===== config.mk =====
export PLATFORM = sky130hd
export DESIGN_NAME = bit_reverse_reorder_buffer_flat
export DESIGN_NICKNAME = d
export VERILOG_FILES = /design/src/rtl/bit_reverse_reorder_buffer_if.sv /design/src/rtl/bit_reverse_reorder_buffer.sv /design/src/flat_wrapper.sv
export SDC_FILE = /design/constraint.sdc
export NUM_CORES = 1
export LEC_CHECK = 0
export ABC_AREA = 1
export CAP_MARGIN = 20
export CORE_AREA = 3 3 217 219
export CTS_BUF_LIST = sky130_fd_sc_hd__clkbuf_4
export CTS_CLUSTER_SIZE = 28
export DETAILED_ROUTE_END_ITERATION = 12
export DIE_AREA = 0 0 220 222
export PLACE_DENSITY_LB_ADDON = 0.12
export SLEW_MARGIN = 30
export SYNTH_ARGS = -nofsm -noshare
export SYNTH_HDL_FRONTEND = slang
export SYNTH_SLANG_ARGS = --single-unit

===== constraint.sdc =====
create_clock -name clk -period 2.66 [get_ports clk]
set_input_delay 0.532 -clock clk [delete_from_list [all_inputs] [get_ports clk]]
set_output_delay 0.532 -clock clk [all_outputs]
set_load 0.05 [all_outputs]

===== src/rtl/bit_reverse_reorder_buffer_if.sv =====
// Stream bundle for the bit-reverse reorder buffer:
// bit-reversed input stream in, natural-order stream out.
interface bit_reverse_reorder_buffer_if #(
    parameter int SIZE  = 32,
    parameter int LOG2N = 3
);
    logic [SIZE-1:0]  in_data;
    logic             in_valid;
    logic             in_ready;
    logic [SIZE-1:0]  out_data;
    logic [LOG2N-1:0] out_index;
    logic             out_valid;
    logic             out_ready;
    logic             out_last;

    modport master (
        output in_data,
        output in_valid,
        input  in_ready,
        input  out_data,
        input  out_index,
        input  out_valid,
        output out_ready,
        input  out_last
    );

    modport slave (
        input  in_data,
        input  in_valid,
        output in_ready,
        output out_data,
        output out_index,
        output out_valid,
        input  out_ready,
        output out_last
    );
endinterface


===== src/rtl/bit_reverse_reorder_buffer.sv =====
// Ping-pong frame buffer: samples arrive in bit-reversed order,
// one frame fills while the previous frame drains in natural order.
module bit_reverse_reorder_buffer #(
    parameter int N     = 8,
    parameter int SIZE  = 32,
    parameter int LOG2N = 3
) (
    input  logic                      clk,
    input  logic                      rst,
    bit_reverse_reorder_buffer_if.slave bus
);
    localparam logic [LOG2N-1:0] LAST = LOG2N'(N - 1);

    function automatic logic [LOG2N-1:0] bitrev(
        input logic [LOG2N-1:0] v
    );
        logic [LOG2N-1:0] r;
        for (int b = 0; b < LOG2N; b++) begin
            r[b] = v[LOG2N-1-b];
        end
        return r;
    endfunction

    logic [SIZE-1:0]  bank_q [2][N];

    logic [LOG2N-1:0] wr_cnt_q, wr_cnt_d;
    logic [LOG2N-1:0] rd_cnt_q, rd_cnt_d;
    logic             wr_bank_q, wr_bank_d;
    logic             rd_bank_q, rd_bank_d;
    logic [1:0]       full_q, full_d;

    logic             in_acc;
    logic             out_xfer;

    assign bus.in_ready  = ~full_q[wr_bank_q];
    assign bus.out_valid = full_q[rd_bank_q];
    assign bus.out_data  = bank_q[rd_bank_q][rd_cnt_q];
    assign bus.out_index = rd_cnt_q;
    assign bus.out_last  = full_q[rd_bank_q] & (rd_cnt_q == LAST);

    // The two flag updates never target the same bank in one cycle:
    // a filling bank is never full, a draining bank always is.
    always_comb begin
        in_acc    = bus.in_valid & ~full_q[wr_bank_q];
        out_xfer  = full_q[rd_bank_q] & bus.out_ready;
        wr_cnt_d  = wr_cnt_q;
        rd_cnt_d  = rd_cnt_q;
        wr_bank_d = wr_bank_q;
        rd_bank_d = rd_bank_q;
        full_d    = full_q;
        if (in_acc) begin
            wr_cnt_d = wr_cnt_q + 1'b1;
            if (wr_cnt_q == LAST) begin
                full_d[wr_bank_q] = 1'b1;
                wr_bank_d         = ~wr_bank_q;
            end
        end
        if (out_xfer) begin
            rd_cnt_d = rd_cnt_q + 1'b1;
            if (rd_cnt_q == LAST) begin
                full_d[rd_bank_q] = 1'b0;
                rd_bank_d         = ~rd_bank_q;
            end
        end
    end

    always_ff @(posedge clk) begin
        if (rst) begin
            wr_cnt_q  <= '0;
            rd_cnt_q  <= '0;
            wr_bank_q <= 1'b0;
            rd_bank_q <= 1'b0;
            full_q    <= '0;
        end else begin
            wr_cnt_q  <= wr_cnt_d;
            rd_cnt_q  <= rd_cnt_d;
            wr_bank_q <= wr_bank_d;
            rd_bank_q <= rd_bank_d;
            full_q    <= full_d;
        end
    end

    always_ff @(posedge clk) begin
        if (!rst && in_acc) begin
            bank_q[wr_bank_q][bitrev(wr_cnt_q)] <= bus.in_data;
        end
    end
endmodule


===== src/flat_wrapper.sv =====
// flat-port wrapper written by rule: the top's interface ports become plain ports
module bit_reverse_reorder_buffer_flat 
#(
    parameter int N     = 8,
    parameter int SIZE  = 32,
    parameter int LOG2N = 3
)
  (clk, rst, bus_in_data, bus_in_valid, bus_in_ready, bus_out_data, bus_out_index, bus_out_valid, bus_out_ready, bus_out_last);
  bit_reverse_reorder_buffer_if #(.SIZE(SIZE), .LOG2N(LOG2N)) bus_i ();
  input  logic clk;
  input  logic rst;
  input wire logic [$bits(bus_i.in_data)-1:0] bus_in_data;
  input wire logic [$bits(bus_i.in_valid)-1:0] bus_in_valid;
  output wire logic [$bits(bus_i.in_ready)-1:0] bus_in_ready;
  output wire logic [$bits(bus_i.out_data)-1:0] bus_out_data;
  output wire logic [$bits(bus_i.out_index)-1:0] bus_out_index;
  output wire logic [$bits(bus_i.out_valid)-1:0] bus_out_valid;
  input wire logic [$bits(bus_i.out_ready)-1:0] bus_out_ready;
  output wire logic [$bits(bus_i.out_last)-1:0] bus_out_last;
  assign bus_i.in_data = bus_in_data;
  assign bus_i.in_valid = bus_in_valid;
  assign bus_in_ready = bus_i.in_ready;
  assign bus_out_data = bus_i.out_data;
  assign bus_out_index = bus_i.out_index;
  assign bus_out_valid = bus_i.out_valid;
  assign bus_i.out_ready = bus_out_ready;
  assign bus_out_last = bus_i.out_last;
  bit_reverse_reorder_buffer #(.N(N), .SIZE(SIZE), .LOG2N(LOG2N)) u_core (.clk(clk), .rst(rst), .bus(bus_i));
endmodule

==> results of run 1 <==
report_power, final:
part / leakage, nW / switching [W] / internal (W) / total [W]
Combinational: 6.37 / 0.000411 / 0.000225 / 0.000636
Sequential: 4.70 / 0.0000165 / 0.00910 / 0.00912
Clock: 1.08 / 0.00324 / 0.00411 / 0.00735
metal layers:
metal | vias to the layer above | wire [µm] | share of wire (%)
li1 | 7565 | - | -
met1 | 7742 | 24400 | 40
met2 | 517 | 30600 | 50
met3 | 120 | 3790 | 6.2
met4 | 0 | 1910 | 3.1
met5 | - | 0 | 0
worst paths after layout:
| path | from | cells after the start | endpoint |
|---|---|---|---|
| worst min register to register | u_core.full_q[1] | 2 | u_core.full_q[1] |
| worst min-delay path | bus_out_ready | 3 | u_core.rd_bank_q |
| worst max register to register | u_core.wr_bank_q | 6 | u_core.bank_q[0][203] |
| worst max-delay path | flop | 11 | bus_out_data[12] |
repair_timing:
action / 4_1_cts / 5_1_grt
setup endpoints to repair: 35 / 34
hold buffers: 0 / 0
pin swaps: 60 / 34
gates resized for setup: 191 / 40
cloned: 21 / 3
buffers inserted: 23 / 4
Yosys cell counts:
cell type	number	area, µm²
clkbuf_1	15	56.3
buf_4	10	75.1
clkinv_1	1	3.75
nor2_8	1	20.0
nand3_1	397	1990
buf_1	12	45.0
o21ai_0	4	20.0
inv_6	1	8.76
nand4_1	1	6.26
buf_8	1	15.0
o21ai_4	1	16.3
edfxtp_1	512	15400
ha_1	8	100
a21oi_1	9	45.0
buf_6	28	315
nand2_1	685	2570
nor2_1	17	63.8
a21boi_0	1	7.51
nand2_4	1	11.3
dfxtp_1	11	220
buf_2	40	200
a31oi_1	1	6.26
buf_12	1	20.0
inv_1	395	1480
per-stage QoR:
stage / utilization [%] / total power (W) / hold slack [ns] / TNS (ns)
2_1_floorplan: - / 0.00952 / 0.455 / -147.18
3_3_place_gp: 55.0 / 0.00990 / 0.482 / 0
3_5_place_dp: 55.0 / 0.00991 / 0.490 / 0
4_1_cts: 62.5 / 0.0173 / 0.205 / -14.84
5_1_grt: 63.1 / 0.0178 / 0.267 / -17.03
6_report: 63.2 / 0.0171 / 0.296 / -12.79
final cells by class:
cell class	instances	area share, %
Antenna cell	3	0.0263
Timing Repair Buffer	197	11.1
Tap cell	600	2.63
Timing Repair inverter	3	0.118
Sequential cell	523	54.6
Clock inverter	36	1.14
Clock buffer	200	5.25
Multi-Input combinational cell	1126	19.9
Inverter	397	5.28
critical path: cells and delay by family (launching register included):
kind	cells	cell delay, ns
buffers and inverters	5	0.72
flip-flops	1	0.42
AND/OR/NAND/NOR	6	0.47
kinds of logic after synthesis:
logic type,count (synthesis),synth area share [%]
simple gates,1102,20.6
flops,523,68.8
buf+inv,504,9.80
compound gates,16,0.419
fa+ha+maj,8,0.442
registers in the layout (all words and copies together) (netlist names), named ones only:
signal and flops:
u_core.full_q 2, u_core.wr_bank_q 1, u_core.wr_cnt_q 3, u_core.bank_q 512, u_core.bus.out_index 3, u_core.rd_bank_q 1
==> flow_summary.ini, run 1 <==
[route]
avgRoutedWirePerCell_um = 19.7
drcViolationCount = 0
routed_wl_mm = 60.7
drtPass1Iterations = 5
vias = 15900
initialDrtViolationCount = 1419
ant_nets = 0
via_per_inst = 5.17

[global_route]
grt_util_met3_pct = 5.73
met1_usage_pct = 32.0
grt_pass1_wl_mm = 91.9
busiest_layer = met2
overflow = 0
use_met2_pct = 42.1
antenna_found_initial = 2
grt_pass1_vias = 15900
grt.total_usage_pct = 25.2
grt_max_degree = 52

[floorplanning]
die_h_um = 222
die_x_um = 220
core_area_mm2 = 0.0453
num_io_pins = 74
start_util_pct = 50.1
die_area_mm2 = 0.0488
fp-row-count = 78

[synthesis]
synth_cell_types = 24
avgSynthCellArea_um2 = 10.5
yosys_warnings = 0
synthCells = 2153
yosysSeqAreaShare_pct = 68.8
ys_seq_elements = 523
synth_fp_nets = 2197
netlist_area_mm2 = 0.0227

[cts]
cts_buffers = 139
path_clk_slew_ns = 0.07
clockRootBuffer = clkbuf_4
cts_buffer_depth = 3
cts_tree = yes
clock_sinks = 523
cts_max_level = 4
clock_latency_ns = 0.94

[pwr]
cellPowerDensity_mw_per_mm2 = 598
ir_drop_mv = 0.353
leakage_nw = 12.2

[layout]
layout_commonest_cell = nand2_1
instances_no_fill = 3085
regArea_mm2 = 0.0156
syn_to_final_growth_pct = 26.1
final_cell_mix = 628 x nand2_1, 512 x edfxtp_1, 390 x inv_1, 297 x nand3_1, 200 x clkbuf_4
fill_cells = 3605
final_area_mm2 = 0.0286
layout-drive-gt1-share_pct = 22.8
final_nets = 2431
multi_input_area_mm2 = 0.00568

[setup_path]
path_cells = buf_12 > inv_16 > buf_16 > clkbuf_16 > nand2_1 > nand2_1 > nand2_1 > nand3_2 > nand3_2 > nand2_4 > buf_12
crit_top_cell = nand2_1
crit_type = flop to output pin
worstSetupEndpointType = output pin
slowest_stage = dfxtp_4
worstPathRequired_ns = 2.13
r2r_slack_ns = 0.64
cp.arrival_ns = 2.59
max_stage_delay_ns = 0.42
cp-start-kind = flop
worstPathMaxFanout = 8

[placed_design]
dpl_worst_slack_ns = 0.230
place_inst = 2796
postPlaceCellArea_mm2 = 0.0249
io_buffers = 73
place.gp.congestion = 0.819
place_hpwl_mm = 32.3

[outcome]
violations = negative setup slack
outcome = finished with violations

[timing]
fin_crit_ns = 3.12
drv_slew = 0
rsz0062_at_grt = true
finalSetupViolCount = 33
period_share_pct = 117
finalHoldViolCount = 0
worst_slack_ns = -0.464
fmax_mhz = 320
relSlewSlack_pct = 43.9
worst_slew_pin_slew_ns = 0.839
fin_skew_ns = 0.0223

[job]
drv_cap = 0

[worst_hold_path]
worst_hold_path_type = input port to flop
No activity file was read; power rests on OpenSTA's default activity.
==> run 2: changes to the inputs <==
REMOVE_ABC_BUFFERS = 1   (was unset)
==> run 2 against run 1 <==
- the flow still finishes with violations (negative setup slack)
- power shrank 2.8%
- sequential share of layout area up 0.26 points
- design area decreased by 0.45%
- clock skew increased by 0.022 ns
- first-iteration DRC count shrank 6.4%
- critical path type unchanged
- highest routed layer unchanged
==> flow_summary.ini, run 2 (synthesis results as in run 1) <==
[timing]
relSlewSlack_pct = 47.0
fin_skew_ns = 0.0441
worst_slack_ns = -0.357
fin_crit_ns = 3.02
finalSetupViolCount = 32
setup-tns-final_ns = -10.27
finalHoldViolCount = 0
drv_slew = 0
period_share_pct = 113
rsz0062_at_grt = true
fmax_mhz = 331
whs_ns = 0.287
worst_slew_pin_slew_ns = 0.793

[route]
vias = 15900
drtPass1Iterations = 5
drcViolationCount = 0
avgRoutedWirePerCell_um = 19.3
via_per_inst = 5.18
initialDrtViolationCount = 1328
routed_wl_mm = 59.2
ant_nets = 0

[floorplanning]
die_x_um = 220
core_area_mm2 = 0.0453
fp-row-count = 78
num_io_pins = 74
start_util_pct = 50.1
die_area_mm2 = 0.0488
die_h_um = 222

[setup_path]
r2r_start = u_core.wr_bank_q
critPathBufInv = 4
cp.arrival_ns = 2.49
path_cells = buf_12 > inv_12 > buf_16 > nand2_1 > nand2_1 > nand2_1 > nand3_1 > nand3_1 > nand2_2 > buf_12
worstPathMaxFanout = 24
r2r-end = u_core.bank_q[1][30]
cp.depth = 10
crit_top_cell = nand2_1
worstSetupEndpointType = output pin
cp-start-kind = flop
crit_type = flop to output pin
max_stage_delay_ns = 0.40
cp-endpoint = bus_out_data[7]
r2r_cells = 6
slowest_stage = dfxtp_4
worstPathRequired_ns = 2.13
crit_family = buffers and inverters
r2r_slack_ns = 0.72

[cts]
clock_latency_ns = 0.95
cts_buffer_depth = 3
clockRootBuffer = clkbuf_4
cts_max_level = 4
cts_buffers = 140
clock_sinks = 523
path_clk_slew_ns = 0.06
cts_tree = yes

[worst_hold_path]
worst_hold_path_type = input port to flop
hold_start = bus_out_ready

[placed_design]
place_hpwl_mm = 30.1
dpl_worst_slack_ns = 0.329
io_buffers = 73
place.gp.congestion = 0.806

[global_route]
grt_max_degree = 48
grt.total_usage_pct = 24.3
grt_pass1_wl_mm = 89.3
grt_pass1_vias = 16000
antenna_found_initial = 2
overflow = 0

[job]
drv_cap = 0

[layout]
multi_input_area_mm2 = 0.00588
regArea_mm2 = 0.0156
final_nets = 2419
final_core_util_pct = 62.9
layout-drive-gt1-share_pct = 24.2
syn_to_final_growth_pct = 25.6
layout_commonest_cell = nand2_1
top_register = u_core.bank_q
fill_cells = 3654
largest_reg_flops = 512
final_cell_mix = 619 x nand2_1, 512 x edfxtp_1, 390 x inv_1, 272 x nand3_1, 216 x clkbuf_4

[outcome]
violations = negative setup slack
outcome = finished with violations

[pwr]
leakage_nw = 12.1
ir_drop_mv = 0.284
cellPowerDensity_mw_per_mm2 = 584
## run 2: cell types whose count changed in the layout (fill, tap and decap cells not counted), moves of 4 or more
| cell | before | now |
|---|---|---|
| buf_12 | 73 | 45 |
| nand3_1 | 297 | 272 |
| nand3_2 | 98 | 122 |
| clkbuf_4 | 200 | 216 |
| buf_8 | 6 | 16 |
| buf_4 | 40 | 31 |
| nand2_1 | 628 | 619 |
| nand2_4 | 7 | 16 |
| clkinv_1 | 21 | 13 |
| bufinv_16 | 7 | 1 |
| buf_6 | 11 | 16 |
| clkbuf_16 | 3 | 8 |
| buf_16 | 23 | 27 |
## run 2: worst register-to-register path, stage by stage (launching register included)
cell,delay [ns]
dfxtp_1,0.40
buf_4,0.28
clkinv_1,0.13
nor2_1,0.14
nand4_1,0.17
inv_2,0.10
buf_4,0.33
## run 2: cell type report
cell class | instances | share of cell area [%]
repair inverters | 5 | 0.198
clock inverters | 21 | 0.378
clock buffers | 216 | 5.70
diodes | 5 | 0.0440
multi-input cells | 1126 | 20.7
inverters | 397 | 5.34
flip-flops and latches | 523 | 54.8
well taps | 600 | 2.64
repair buffers | 182 | 10.2
## run 2: timing repair
item | CTS | global route
hold buffers | 0 | 0
buffers inserted | 18 | 3
pin swaps | 29 | 73
setup endpoints to repair | 35 | 33
gates cloned | 21 | 9
gates resized for setup | 143 | 162
## run 2: metal layers
layer / global-route usage, % / routed length (µm)
met1: 32.7 / 25600
met2: 37.5 / 27700
met3: 6.95 / 4300
met4: 9.64 / 1660
met5: 0 / 0
## run 2: power by group
group | switching [W] | internal [W]
Combinational | 0.000386 | 0.000202
Sequential | 0.0000167 | 0.00910
Clock | 0.00317 | 0.00375
## run 2: through the flow
step	std cells	power (W)	instance area, µm²
3_3_place_gp	2783	0.00983	24600
6_report	3075	0.0166	28500
3_5_place_dp	2783	0.00984	24600
2_1_floorplan	2046	0.00951	21900
5_1_grt	3074	0.0173	28500
4_1_cts	3059	0.0168	27500
## run 2: worst min-delay path by stage
| stage | depth (start not counted) | endpoint | slack, ns |
|---|---|---|---|
| 2_1_floorplan | 2 | u_core.full_q[1] | 0.46 |
| 3_3_place_gp | 2 | u_core.full_q[1] | 0.48 |
| 3_5_place_dp | 2 | u_core.full_q[1] | 0.50 |
| 4_1_cts | 3 | u_core.wr_cnt_q[2] | 0.20 |
| 5_1_grt | 3 | u_core.wr_cnt_q[2] | 0.25 |
| 6_report | 3 | flop | 0.29 |
